File: config.mk
export PLATFORM = sky130hd
export DESIGN_NAME = vector_sequencer_flat
export DESIGN_NICKNAME = d
export VERILOG_FILES = /design/src/rtl/vector_sequencer_pkg.sv /design/src/rtl/vector_sequencer_if.sv /design/src/rtl/vector_sequencer_mem.sv /design/src/rtl/vector_sequencer.sv /design/src/flat_wrapper.sv
export SDC_FILE = /design/constraint.sdc
export NUM_CORES = 1
export LEC_CHECK = 0
export BUFFER_PORTS_ARGS = -buffer_cell sky130_fd_sc_hd__buf_2
export CAP_MARGIN = 30
export CORE_MARGIN = 2
export CORE_UTILIZATION = 63
export CTS_BUF_LIST = sky130_fd_sc_hd__clkbuf_8
export DETAILED_ROUTE_END_ITERATION = 10
export HOLD_SLACK_MARGIN = 0.15
export PLACE_DENSITY = 0.81
export SLEW_MARGIN = 20
export SYNTH_ARGS = -nofsm -noshare
export SYNTH_HDL_FRONTEND = slang
export SYNTH_HIERARCHICAL = 1
export SYNTH_SLANG_ARGS = --single-unit
File: constraint.sdc
create_clock -name clk -period 4.54 [get_ports clk]
set_clock_uncertainty 0.05 [all_clocks]
set_input_delay 0.227 -clock clk [delete_from_list [all_inputs] [get_ports clk]]
set_output_delay 0.227 -clock clk [all_outputs]
set_load 0.01 [all_outputs]
File: src/rtl/vector_sequencer_pkg.sv
// Shared definitions for the vector sequencer slice.
// Holds the default widths and timing, the FSM state encoding, and the
// masked-compare function used at check time.
package vector_sequencer_pkg;

    localparam int unsigned DEF_IN_W          = 8;
    localparam int unsigned DEF_OUT_W         = 6;
    localparam int unsigned DEF_DEPTH         = 16;
    localparam int unsigned DEF_SETTLE_CYCLES = 10;
    localparam int unsigned DEF_GAP_CYCLES    = 4;

    // Widest DUT output the compare function accepts; callers zero-extend.
    localparam int unsigned MAX_OUT_W = 32;

    typedef enum logic [2:0] {
        ST_IDLE   = 3'd0,
        ST_APPLY  = 3'd1,
        ST_SETTLE = 3'd2,
        ST_CHECK  = 3'd3,
        ST_GAP    = 3'd4,
        ST_DONE   = 3'd5
    } state_t;

    // A vector fails when any bit selected by the mask differs from expected.
    function automatic logic check_mismatch(
        input logic [MAX_OUT_W-1:0] out_v,
        input logic [MAX_OUT_W-1:0] exp_v,
        input logic [MAX_OUT_W-1:0] mask_v
    );
        return |((out_v ^ exp_v) & mask_v);
    endfunction

endpackage

File: src/rtl/vector_sequencer_if.sv
// Bus bundle between a host/DUT harness and the vector sequencer.
// master: drives configuration, start and the DUT output; observes results.
// slave : the sequencer itself.
//   cfg_we/cfg_addr/cfg_in/cfg_exp/cfg_mask  vector storage write port
//   num_vectors/start                        run control
//   dut_out / dut_in                         DUT response / DUT stimulus
//   busy/done/pass/err_count/first_err_*     run status and results
//   log_valid/log_idx/log_out/log_err        per-vector log stream
interface vector_sequencer_if
    import vector_sequencer_pkg::*;
#(
    parameter int unsigned IN_W  = DEF_IN_W,
    parameter int unsigned OUT_W = DEF_OUT_W,
    parameter int unsigned DEPTH = DEF_DEPTH
);
    localparam int unsigned AW = $clog2(DEPTH);

    logic             cfg_we;
    logic [AW-1:0]    cfg_addr;
    logic [IN_W-1:0]  cfg_in;
    logic [OUT_W-1:0] cfg_exp;
    logic [OUT_W-1:0] cfg_mask;
    logic [AW:0]      num_vectors;
    logic             start;
    logic [OUT_W-1:0] dut_out;

    logic [IN_W-1:0]  dut_in;
    logic             busy;
    logic             done;
    logic             pass;
    logic [AW:0]      err_count;
    logic             first_err_valid;
    logic [AW-1:0]    first_err_idx;
    logic             log_valid;
    logic [AW-1:0]    log_idx;
    logic [OUT_W-1:0] log_out;
    logic             log_err;

    modport master (
        output cfg_we, cfg_addr, cfg_in, cfg_exp, cfg_mask, num_vectors, start, dut_out,
        input  dut_in, busy, done, pass, err_count, first_err_valid, first_err_idx,
               log_valid, log_idx, log_out, log_err
    );

    modport slave (
        input  cfg_we, cfg_addr, cfg_in, cfg_exp, cfg_mask, num_vectors, start, dut_out,
        output dut_in, busy, done, pass, err_count, first_err_valid, first_err_idx,
               log_valid, log_idx, log_out, log_err
    );

endinterface

File: src/rtl/vector_sequencer_mem.sv
// Vector storage: DEPTH entries of {stimulus, expected, mask}.
// One synchronous write port, one asynchronous read port, no reset.
//   clk                          write clock
//   i_we/i_waddr                 write enable and entry index
//   i_win/i_wexp/i_wmask         entry fields to store
//   i_raddr                      read index
//   o_rin/o_rexp/o_rmask         entry fields at i_raddr
module vector_sequencer_mem #(
    parameter int unsigned IN_W  = 8,
    parameter int unsigned OUT_W = 6,
    parameter int unsigned DEPTH = 16
) (
    input  logic                       clk,
    input  logic                       i_we,
    input  logic [$clog2(DEPTH)-1:0]   i_waddr,
    input  logic [IN_W-1:0]            i_win,
    input  logic [OUT_W-1:0]           i_wexp,
    input  logic [OUT_W-1:0]           i_wmask,
    input  logic [$clog2(DEPTH)-1:0]   i_raddr,
    output logic [IN_W-1:0]            o_rin,
    output logic [OUT_W-1:0]           o_rexp,
    output logic [OUT_W-1:0]           o_rmask
);
    localparam int unsigned W = IN_W + 2 * OUT_W;

    logic [W-1:0] r_mem [DEPTH];
    logic [W-1:0] w_rd;

    // Write port; contents are intentionally left unreset.
    always_ff @(posedge clk) begin
        if (i_we) begin
            r_mem[i_waddr] <= {i_win, i_wexp, i_wmask};
        end
    end

    // Asynchronous read, split back into fields.
    assign w_rd    = r_mem[i_raddr];
    assign o_rin   = w_rd[W-1 -: IN_W];
    assign o_rexp  = w_rd[2*OUT_W-1 -: OUT_W];
    assign o_rmask = w_rd[OUT_W-1:0];

endmodule

File: src/rtl/vector_sequencer.sv
// Vector sequencer: plays stored {input, expected, mask} vectors into a
// combinational DUT, waits a settle window, checks the masked response,
// logs it, idles a gap, and accumulates run results.
//   clk, rst_n   clock (rising edge) and asynchronous active-low reset
//   bus (slave)  configuration, run control, DUT stimulus/response,
//                status, results and per-vector log
// SETTLE_CYCLES must be >= 1; GAP_CYCLES = 0 skips the gap entirely.
// DEPTH must be a power of two >= 2.
module vector_sequencer
    import vector_sequencer_pkg::*;
#(
    parameter int unsigned IN_W          = DEF_IN_W,
    parameter int unsigned OUT_W         = DEF_OUT_W,
    parameter int unsigned DEPTH         = DEF_DEPTH,
    parameter int unsigned SETTLE_CYCLES = DEF_SETTLE_CYCLES,
    parameter int unsigned GAP_CYCLES    = DEF_GAP_CYCLES
) (
    input  logic              clk,
    input  logic              rst_n,
    vector_sequencer_if.slave bus
);
    localparam int unsigned AW      = $clog2(DEPTH);
    localparam int unsigned NW      = AW + 1;
    localparam int unsigned CNT_MAX = (SETTLE_CYCLES > GAP_CYCLES) ? SETTLE_CYCLES : GAP_CYCLES;
    localparam int unsigned CW      = (CNT_MAX > 1) ? $clog2(CNT_MAX) : 1;

    state_t           r_state;
    logic [AW-1:0]    r_idx;
    logic [NW-1:0]    r_n;
    logic [CW-1:0]    r_cnt;
    logic [IN_W-1:0]  r_dut_in;
    logic             r_busy;
    logic             r_done;
    logic             r_pass;
    logic [NW-1:0]    r_err_count;
    logic             r_first_err_valid;
    logic [AW-1:0]    r_first_err_idx;
    logic             r_log_valid;
    logic [AW-1:0]    r_log_idx;
    logic [OUT_W-1:0] r_log_out;
    logic             r_log_err;

    logic             w_idle_like;
    logic             w_mem_we;
    logic [NW-1:0]    w_n_clamped;
    logic             w_last;
    logic             w_mismatch;
    logic [NW-1:0]    w_err_next;
    logic [IN_W-1:0]  w_rd_in;
    logic [OUT_W-1:0] w_rd_exp;
    logic [OUT_W-1:0] w_rd_mask;

    // Storage is only writable between runs so a run never sees partial updates.
    assign w_idle_like = (r_state == ST_IDLE) || (r_state == ST_DONE);
    assign w_mem_we    = bus.cfg_we && w_idle_like;

    assign w_n_clamped = (bus.num_vectors > NW'(DEPTH)) ? NW'(DEPTH) : bus.num_vectors;
    assign w_last      = ({1'b0, r_idx} == (r_n - NW'(1)));
    assign w_mismatch  = check_mismatch(MAX_OUT_W'(bus.dut_out),
                                        MAX_OUT_W'(w_rd_exp),
                                        MAX_OUT_W'(w_rd_mask));
    assign w_err_next  = (&r_err_count) ? r_err_count : r_err_count + NW'(1);

    vector_sequencer_mem #(
        .IN_W  (IN_W),
        .OUT_W (OUT_W),
        .DEPTH (DEPTH)
    ) u_mem (
        .clk     (clk),
        .i_we    (w_mem_we),
        .i_waddr (bus.cfg_addr),
        .i_win   (bus.cfg_in),
        .i_wexp  (bus.cfg_exp),
        .i_wmask (bus.cfg_mask),
        .i_raddr (r_idx),
        .o_rin   (w_rd_in),
        .o_rexp  (w_rd_exp),
        .o_rmask (w_rd_mask)
    );

    // Sequencing FSM with all status and log outputs registered.
    always_ff @(posedge clk or negedge rst_n) begin
        if (!rst_n) begin
            r_state           <= ST_IDLE;
            r_idx             <= '0;
            r_n               <= '0;
            r_cnt             <= '0;
            r_dut_in          <= '0;
            r_busy            <= 1'b0;
            r_done            <= 1'b0;
            r_pass            <= 1'b0;
            r_err_count       <= '0;
            r_first_err_valid <= 1'b0;
            r_first_err_idx   <= '0;
            r_log_valid       <= 1'b0;
            r_log_idx         <= '0;
            r_log_out         <= '0;
            r_log_err         <= 1'b0;
        end else begin
            r_log_valid <= 1'b0;
            case (r_state)
                ST_IDLE, ST_DONE: begin
                    if (bus.start) begin
                        r_n               <= w_n_clamped;
                        r_idx             <= '0;
                        r_err_count       <= '0;
                        r_first_err_valid <= 1'b0;
                        r_first_err_idx   <= '0;
                        if (w_n_clamped == '0) begin
                            // Empty run: trivially passes.
                            r_state <= ST_DONE;
                            r_done  <= 1'b1;
                            r_pass  <= 1'b1;
                            r_busy  <= 1'b0;
                        end else begin
                            r_state <= ST_APPLY;
                            r_done  <= 1'b0;
                            r_pass  <= 1'b0;
                            r_busy  <= 1'b1;
                        end
                    end
                end

                ST_APPLY: begin
                    r_dut_in <= w_rd_in;
                    r_cnt    <= CW'(SETTLE_CYCLES - 1);
                    r_state  <= ST_SETTLE;
                end

                ST_SETTLE: begin
                    if (r_cnt == '0) begin
                        r_state <= ST_CHECK;
                    end else begin
                        r_cnt <= r_cnt - CW'(1);
                    end
                end

                ST_CHECK: begin
                    r_log_valid <= 1'b1;
                    r_log_idx   <= r_idx;
                    r_log_out   <= bus.dut_out;
                    r_log_err   <= w_mismatch;
                    if (w_mismatch) begin
                        r_err_count <= w_err_next;
                        if (!r_first_err_valid) begin
                            r_first_err_valid <= 1'b1;
                            r_first_err_idx   <= r_idx;
                        end
                    end
                    if (GAP_CYCLES != 0) begin
                        r_cnt   <= CW'(GAP_CYCLES - 1);
                        r_state <= ST_GAP;
                    end else if (w_last) begin
                        // No gap: this check's own result decides pass.
                        r_state <= ST_DONE;
                        r_done  <= 1'b1;
                        r_busy  <= 1'b0;
                        r_pass  <= (r_err_count == '0) && !w_mismatch;
                    end else begin
                        r_idx   <= r_idx + AW'(1);
                        r_state <= ST_APPLY;
                    end
                end

                ST_GAP: begin
                    if (r_cnt != '0) begin
                        r_cnt <= r_cnt - CW'(1);
                    end else if (w_last) begin
                        r_state <= ST_DONE;
                        r_done  <= 1'b1;
                        r_busy  <= 1'b0;
                        r_pass  <= (r_err_count == '0);
                    end else begin
                        r_idx   <= r_idx + AW'(1);
                        r_state <= ST_APPLY;
                    end
                end

                default: begin
                    r_state <= ST_IDLE;
                    r_busy  <= 1'b0;
                    r_done  <= 1'b0;
                end
            endcase
        end
    end

    assign bus.dut_in          = r_dut_in;
    assign bus.busy            = r_busy;
    assign bus.done            = r_done;
    assign bus.pass            = r_pass;
    assign bus.err_count       = r_err_count;
    assign bus.first_err_valid = r_first_err_valid;
    assign bus.first_err_idx   = r_first_err_idx;
    assign bus.log_valid       = r_log_valid;
    assign bus.log_idx         = r_log_idx;
    assign bus.log_out         = r_log_out;
    assign bus.log_err         = r_log_err;

endmodule

File: src/flat_wrapper.sv
// flat-port wrapper written by rule: the top's interface ports become plain ports
module vector_sequencer_flat import vector_sequencer_pkg::*;
#(
    parameter int unsigned IN_W          = DEF_IN_W,
    parameter int unsigned OUT_W         = DEF_OUT_W,
    parameter int unsigned DEPTH         = DEF_DEPTH,
    parameter int unsigned SETTLE_CYCLES = DEF_SETTLE_CYCLES,
    parameter int unsigned GAP_CYCLES    = DEF_GAP_CYCLES
)
  (clk, rst_n, bus_cfg_we, bus_cfg_addr, bus_cfg_in, bus_cfg_exp, bus_cfg_mask, bus_num_vectors, bus_start, bus_dut_out, bus_dut_in, bus_busy, bus_done, bus_pass, bus_err_count, bus_first_err_valid, bus_first_err_idx, bus_log_valid, bus_log_idx, bus_log_out, bus_log_err);
  vector_sequencer_if #(.IN_W(IN_W), .OUT_W(OUT_W), .DEPTH(DEPTH)) bus_i ();
  input  logic clk;
  input  logic rst_n;
  input wire logic [$bits(bus_i.cfg_we)-1:0] bus_cfg_we;
  input wire logic [$bits(bus_i.cfg_addr)-1:0] bus_cfg_addr;
  input wire logic [$bits(bus_i.cfg_in)-1:0] bus_cfg_in;
  input wire logic [$bits(bus_i.cfg_exp)-1:0] bus_cfg_exp;
  input wire logic [$bits(bus_i.cfg_mask)-1:0] bus_cfg_mask;
  input wire logic [$bits(bus_i.num_vectors)-1:0] bus_num_vectors;
  input wire logic [$bits(bus_i.start)-1:0] bus_start;
  input wire logic [$bits(bus_i.dut_out)-1:0] bus_dut_out;
  output wire logic [$bits(bus_i.dut_in)-1:0] bus_dut_in;
  output wire logic [$bits(bus_i.busy)-1:0] bus_busy;
  output wire logic [$bits(bus_i.done)-1:0] bus_done;
  output wire logic [$bits(bus_i.pass)-1:0] bus_pass;
  output wire logic [$bits(bus_i.err_count)-1:0] bus_err_count;
  output wire logic [$bits(bus_i.first_err_valid)-1:0] bus_first_err_valid;
  output wire logic [$bits(bus_i.first_err_idx)-1:0] bus_first_err_idx;
  output wire logic [$bits(bus_i.log_valid)-1:0] bus_log_valid;
  output wire logic [$bits(bus_i.log_idx)-1:0] bus_log_idx;
  output wire logic [$bits(bus_i.log_out)-1:0] bus_log_out;
  output wire logic [$bits(bus_i.log_err)-1:0] bus_log_err;
  assign bus_i.cfg_we = bus_cfg_we;
  assign bus_i.cfg_addr = bus_cfg_addr;
  assign bus_i.cfg_in = bus_cfg_in;
  assign bus_i.cfg_exp = bus_cfg_exp;
  assign bus_i.cfg_mask = bus_cfg_mask;
  assign bus_i.num_vectors = bus_num_vectors;
  assign bus_i.start = bus_start;
  assign bus_i.dut_out = bus_dut_out;
  assign bus_dut_in = bus_i.dut_in;
  assign bus_busy = bus_i.busy;
  assign bus_done = bus_i.done;
  assign bus_pass = bus_i.pass;
  assign bus_err_count = bus_i.err_count;
  assign bus_first_err_valid = bus_i.first_err_valid;
  assign bus_first_err_idx = bus_i.first_err_idx;
  assign bus_log_valid = bus_i.log_valid;
  assign bus_log_idx = bus_i.log_idx;
  assign bus_log_out = bus_i.log_out;
  assign bus_log_err = bus_i.log_err;
  vector_sequencer #(.IN_W(IN_W), .OUT_W(OUT_W), .DEPTH(DEPTH), .SETTLE_CYCLES(SETTLE_CYCLES), .GAP_CYCLES(GAP_CYCLES)) u_core (.clk(clk), .rst_n(rst_n), .bus(bus_i));
endmodule
# Word level (Yosys, flattened, before mapping)
# Memories as Yosys holds them, arrays and structs flattened.
# Cells that the tools add are included.
# classes
n_addsub,4
n_mul,0
div,0
order_cmp,1
eq_ne,16
shift,0
muxes,40
bitwise_logic,3
reduce_logical,23
# ops
cell,n
$and 32x6->32,1
$reduce_or 32->1,1
$mux 4,7
$mux 5,4
$reduce_and 4->1,5
$pmux 4 s2,2
$pmux 4 s4,1
$mux 1,15
$mux 3,5
$pmux 3 s5,1
$ne 2x2->1 const B,6
$logic_not 5->1,2
$pmux 5 s2,1
$reduce_and 3->1,3
$ne 2x1->1 const B,4
$reduce_bool 4->1,2
$eq 3x2->1 const B,2
$eq 3x3->1 const B,2
$pmux 1 s3,2
$xor 6x6->6,1
$add 5x1->5 const B,1
$eq 4x5->1,1
$gt 5x5->1 const B,1
$reduce_and 5->1,1
other kinds (14),16
# totals
regBits,49
latchBits,0
ram_bits,320
rom_bits,0
inputBits,39
mem_count,1
# memory_table
memory,words,word_bits,read_ports,rd_ports_with_merged_regs,wr,line_no,text
u_core.u_mem.r_mem,16,20,1,0,1,vector_sequencer_mem.sv:26,logic [W-1:0] r_mem [DEPTH];

# Depth between registers and ports, before layout
# logic_depth
ltp_word,6
mapped_depth,12
mapped_depth_nobuf,9

# Cells and area by module
# Netlist, hierarchy kept.
# by_module_without_submodules
module,n_inst,cells_each,area_each_um2,seq_area_each_um2
vector_sequencer_mem,1,513,12130.4,9609.2
vector_sequencer,1,268,2586.2,1226.2

# Worst setup path after synthesis
# OpenSTA, ideal clock, no wires.
# synth_timing
path_type,reg2reg
start,reg u_core.r_state[2]
end,mem u_core/u_mem/r_mem[0][0] in the netlist's numbering (enable)
setup_time_ns,0.422
arrival_ns,3.107
t_required_ns,4.068
path_slack_ns,0.961
path_stages_with_launch,7
path_buffers,1
path_cell_list,dfrtp_1 buf_1 xor2_1 nor2_1 and2_1 or3b_2 nor3_1
# synth_between
elab_chain_cells,5
word_cells_on_any_way,6
classes_between,eq/ne: 1; mux: 2; reduce/logical: 3
# synth_lines
item,line_no,text
"start, declared",vector_sequencer.sv:27,state_t r_state;
"start signal, assigned",vector_sequencer.sv:84,r_state <= ST_IDLE;
"start signal, assigned",vector_sequencer.sv:111,r_state <= ST_DONE;
"start signal, assigned",vector_sequencer.sv:116,r_state <= ST_APPLY;
$eq 3x3->1 or $logic_not 3->1 (tied branches),vector_sequencer.sv:54,assign w_idle_like = (r_state == ST_IDLE) || (r_state == ST_DONE);
$logic_or 1x1->1 (*),vector_sequencer.sv:54,
$logic_and 1x1->1 (*),vector_sequencer.sv:55,assign w_mem_we = bus.cfg_we && w_idle_like;
named net u_core.w_mem_we,vector_sequencer.sv:44,logic w_mem_we;
$mux 1 (*),vector_sequencer_mem.sv:31,if (i_we) begin
$mux 1 (not written as such) (*),vector_sequencer_mem.sv:32,"r_mem[i_waddr] <= {i_win, i_wexp, i_wmask};"
"end, declared",vector_sequencer_mem.sv:26,
# Mark *: on every way through the listed nets, which the timed path passes. The rest lies on a longest branch.

# Final worst setup path
# layout_timing
start,reg u_core.r_idx[0]
end,reg u_core.r_first_err_idx[3] (netlist: u_core/bus.first_err_idx[3])
# layout_between
elab_chain_cells,6
# layout_lines
item,line_no,text
"start, declared",vector_sequencer.sv:28,logic [AW-1:0] r_idx;
"start signal, assigned",vector_sequencer.sv:160,r_idx <= r_idx + AW'(1);
"start signal, assigned",vector_sequencer.sv:174,r_idx <= r_idx + AW'(1);
$mem_v2 16x20,--,
named net u_core.w_rd_exp[0],vector_sequencer.sv:50,logic [OUT_W-1:0] w_rd_exp;
$xor 6x6->6,vector_sequencer_pkg.sv:30,return |((out_v ^ exp_v) & mask_v);
$and 32x6->32,vector_sequencer_pkg.sv:30,
$reduce_or 32->1,vector_sequencer_pkg.sv:30,
$ne 2x1->1 (no line),--,
$reduce_and 4->1 (no line),--,
"end signal, assigned",vector_sequencer.sv:147,r_first_err_idx <= r_idx;
"end, declared",vector_sequencer.sv:37,logic [AW-1:0] r_first_err_idx;
# The timed path passes the listed nets, and every way through them passes these cells.
# A chain may end at the register's enable or synchronous reset.

==> flow_summary_export.csv <==
group,metric,value,unit
status,status,"complete, no violations",
power,p_total,7.82,mW
global_route,track_usage,27.7,%
clock_network,post_cts_resized,0,
floorplan,die_area,24600,µm²
critical_path,endpoint_kind,"register",
power,internal_power,5.71,mW
logic_synthesis,ys_warn_count,6,
floorplan,design.core.area,22800,µm²
clock_network,clock-sinks,369,
clock_network,cts_made_buffers,55,
power,pwr-share-clk,32.0,%
floorplan,chipHeight,157,µm
logic_synthesis,async_reset_ff_share,13.3,%
layout,area_growth,15.2,%
power,combPwrFrac,15.2,%
drt,first_iter_violations,1008,
clock_network,cts_tree,"done",
sta,finalCritPeriodShare,80.9,%
flow_run,max_cap_viol_count,0,
logic_synthesis,seq_area_frac_synth,73.6,%
logic_synthesis,synth.area.top_cells,"edfxtp_1 (65%), mux4_2 (9.8%), dfrtp_1 (8.3%), mux4_1 (2.9%), a22oi_1 (2.1%)",
power,power_leakage,5.96,nW
sta,rsz0062_at_grt,"false",
sta,hold_slack,178,ps
critical_path,reg2reg_slack,870,ps
critical_path,crit_type,"reg -> reg",
logic_synthesis,synth_edf_count,320,
hold_path,hold_start,"bus_cfg_addr[2]",
drt,first_pass_iters,5,
hold_path,worst_hold_path.num_cells,3,
clock_network,htree_levels,2,
floorplan,num_io_pins,72,
sta,max_freq,272,MHz
logic_synthesis,synth_top_area_cell,"edfxtp_1",
global_route,grt_pass1_vias,8637,
sta,tightest_slew,962,ps
drt,routed_wl,32700,µm
sta,slew_headroom,35.7,%
critical_path,cp_data_required_time,4950,ps
logic_synthesis,synthCells,781,
clock_network,clk_latency,580,ps
logic_synthesis,synth_seq_cells,369,
critical_path,start_kind,"register",
layout,nets,981,
clock_network,clkSlewWorstSetupHoldPaths,60,ps
sta,tns,0,ps
logic_synthesis,synth_fp_nets,826,
clock_network,cts.path.max_buffers,3,
power,switchingPower,2.11,mW
floorplan,dieWidth,157,µm
critical_path,worstPathMaxFanout,26,
layout,drive_above_1_share,27.7,%
clock_network,cts-root-buf,"clkbuf_8",
global_route,grt_pass1_wl,49500,µm
logic_synthesis,synth_top_area_share,65.3,%
hold_path,whs_endpoint,"u_core/u_mem/r_mem[13][1]$_DFFE_PP_",
sta,setup_viol,0,
power,p_seq_share,52.7,%
critical_path,crit_arrival,4090,ps
logic_synthesis,avgSynthCellArea,18.8,µm²
logic_synthesis,ys.flop_type,"edfxtp_1",
floorplan,row_count,55,
sta,hold_viol_final,0,
logic_synthesis,synthDistinctLibCells,54,
power,vdd_drop_max,0.314,mV
logic_synthesis,synth_common_cells,"edfxtp_1 (320), mux4_2 (64), nand2_1 (61), dfrtp_1 (49), a22oi_1 (42)",
critical_path,r2r_end,"u_core/bus.first_err_idx[3]$_DFFE_PN0P_",
drt,ant_nets,0,
hold_path,hp-class,"in -> reg",
place,io_buffers,71,
global_route,antenna_found_initial,1,
critical_path,ff2ff_path_depth,9,
sta,period_minus_slack,3670,ps
logic_synthesis,syn-cell-area,14700,µm²
drt,vias_per_cell,6.33,
global_route,grt_max_degree,55,
critical_path,regToRegStartpoint,"u_core/r_idx[0]$_DFFE_PN0P_",
place,hpwlAfterDp,18800,µm
sta,finalMaxSlewViolations,0,
place,place_congestion,0.828,
floorplan,start_util,64.6,%
power,p_per_area,461,nW/µm²
drt,drc_errors,0,
drt,avgRoutedWirePerCell,25.2,µm
power,p_sw_share,27.0,%
logic_synthesis,yosysMostFrequentCell,"edfxtp_1",
global_route,grt_overflow_total,0,
drt,vias,8209,
critical_path,worstSetupStartpoint,"u_core/r_idx[0]$_DFFE_PN0P_",
## layout by cell type (no fill, tap or decap), drive strengths merged, types with 3 or more instances in the layout
cell type and count:
clkbuf 61, clkinv 22, xnor2 5, nor2b 3
and3 4, a21o 6, mux2 13, dfrtp 49
inv 31, buf 98, xor2 9, and2 8
nor2 31, a21oi 12, edfxtp 320, or3 3
dlygate4sd3 36, nand3b 8, ha 6, nand3 8
a22oi 42, nor3 11, nand2b 6, o21ai 12
nand2 61, mux2i 6, mux4 80
## what timing repair did
| item | CTS | global route |
|---|---|---|
| setup endpoints to repair | 0 | 0 |
| hold buffers | 36 | 0 |
| buffers inserted | 0 | 0 |
| hold endpoints to repair | 387 | 0 |
## worst max-delay path by stage
stage / endpoint / slack, ps
4_1_cts: u_core/bus.first_err_idx[3]$_DFFE_PN0P_ / 830
2_1_floorplan: u_core/u_mem/r_mem[0][0]$_DFFE_PP_ / 960
3_3_place_gp: u_core/bus.first_err_idx[0]$_DFFE_PN0P_ / 1000
5_1_grt: u_core/bus.first_err_idx[0]$_DFFE_PN0P_ / 610
3_5_place_dp: u_core/bus.first_err_idx[3]$_DFFE_PN0P_ / 830
6_report: u_core/bus.first_err_idx[3]$_DFFE_PN0P_ / 870
## registers in the layout, indices dropped and copies added (netlist names), 3 cells and up
name	flops
u_core/bus.first_err_idx	4
u_core/bus.err_count	5
u_core/u_mem/r_mem	320
u_core/r_n	5
u_core/r_cnt	4
u_core/bus.log_idx	4
u_core/r_state	3
u_core/r_idx	4
u_core/bus.dut_in	8
u_core/bus.log_out	6
## critical path, cell delays in order (launching register included)
cell	delay [ps]
dfrtp_4	740
buf_4	350
mux4_1	600
a22oi_1	240
nand2_1	100
xor2_1	170
a22oi_1	100
and3_1	250
a211oi_1	550
mux2_2	400
## power groups by stage
stage	clock (mW)	sequential [mW]	combinational (mW)
after CTS	2.54	4.12	1.18
final	2.50	4.12	1.19
after detailed placement	0	4.18	1.15
after global placement	0	4.16	1.08
after global routing	2.68	4.15	1.30
after floorplan	0	4.14	0.780
## metal layers
layer | part of all wire (%) | wire (µm) | global-route usage [%] | up-vias
met1 | 38 | 12400 | 36.9 | 4162
met2 | 50 | 16200 | 44.3 | 463
met5 | 0 | 0 | 0 | -
li1 | - | - | - | 3483
met3 | 9.2 | 3010 | 6.78 | 101
met4 | 3.4 | 1130 | 11.7 | 0
## kinds of logic after synthesis
| kind of cell | after synthesis | share of synthesized area [%] |
|---|---|---|
| adders and majority gates | 6 | 0.510 |
| and+or+nand+nor | 153 | 4.97 |
| xor gates and xnor gates | 14 | 0.833 |
| buffers and inverters | 49 | 1.62 |
| muxes | 99 | 14.1 |
| DFF | 369 | 73.6 |
| AOI/OAI and AO/OA | 91 | 4.40 |
## stage by stage
stage | util (%) | instances | instance area, µm² | setup WS [ps]
floorplan | - | 781 | 14700 | 961
global route | 74.4 | 1296 | 17000 | 607
finish | 74.4 | 1297 | 17000 | 866
CTS | 74.3 | 1294 | 16900 | 828
detailed placement | 68.2 | 1154 | 15500 | 828
global placement | 68.2 | 1154 | 15500 | 998
## area by class of cell
cell class	count	area, µm²
Tap cell	313	392
Fill cell	1259	5820
Sequential cell	369	10800
Antenna cell	1	2.50
Clock inverter	44	218
Inverter	12	45.0
Timing Repair Buffer	135	931
Multi-Input combinational cell	363	3700
Clock buffer	60	826
Power figures use the tool's default switching activity.
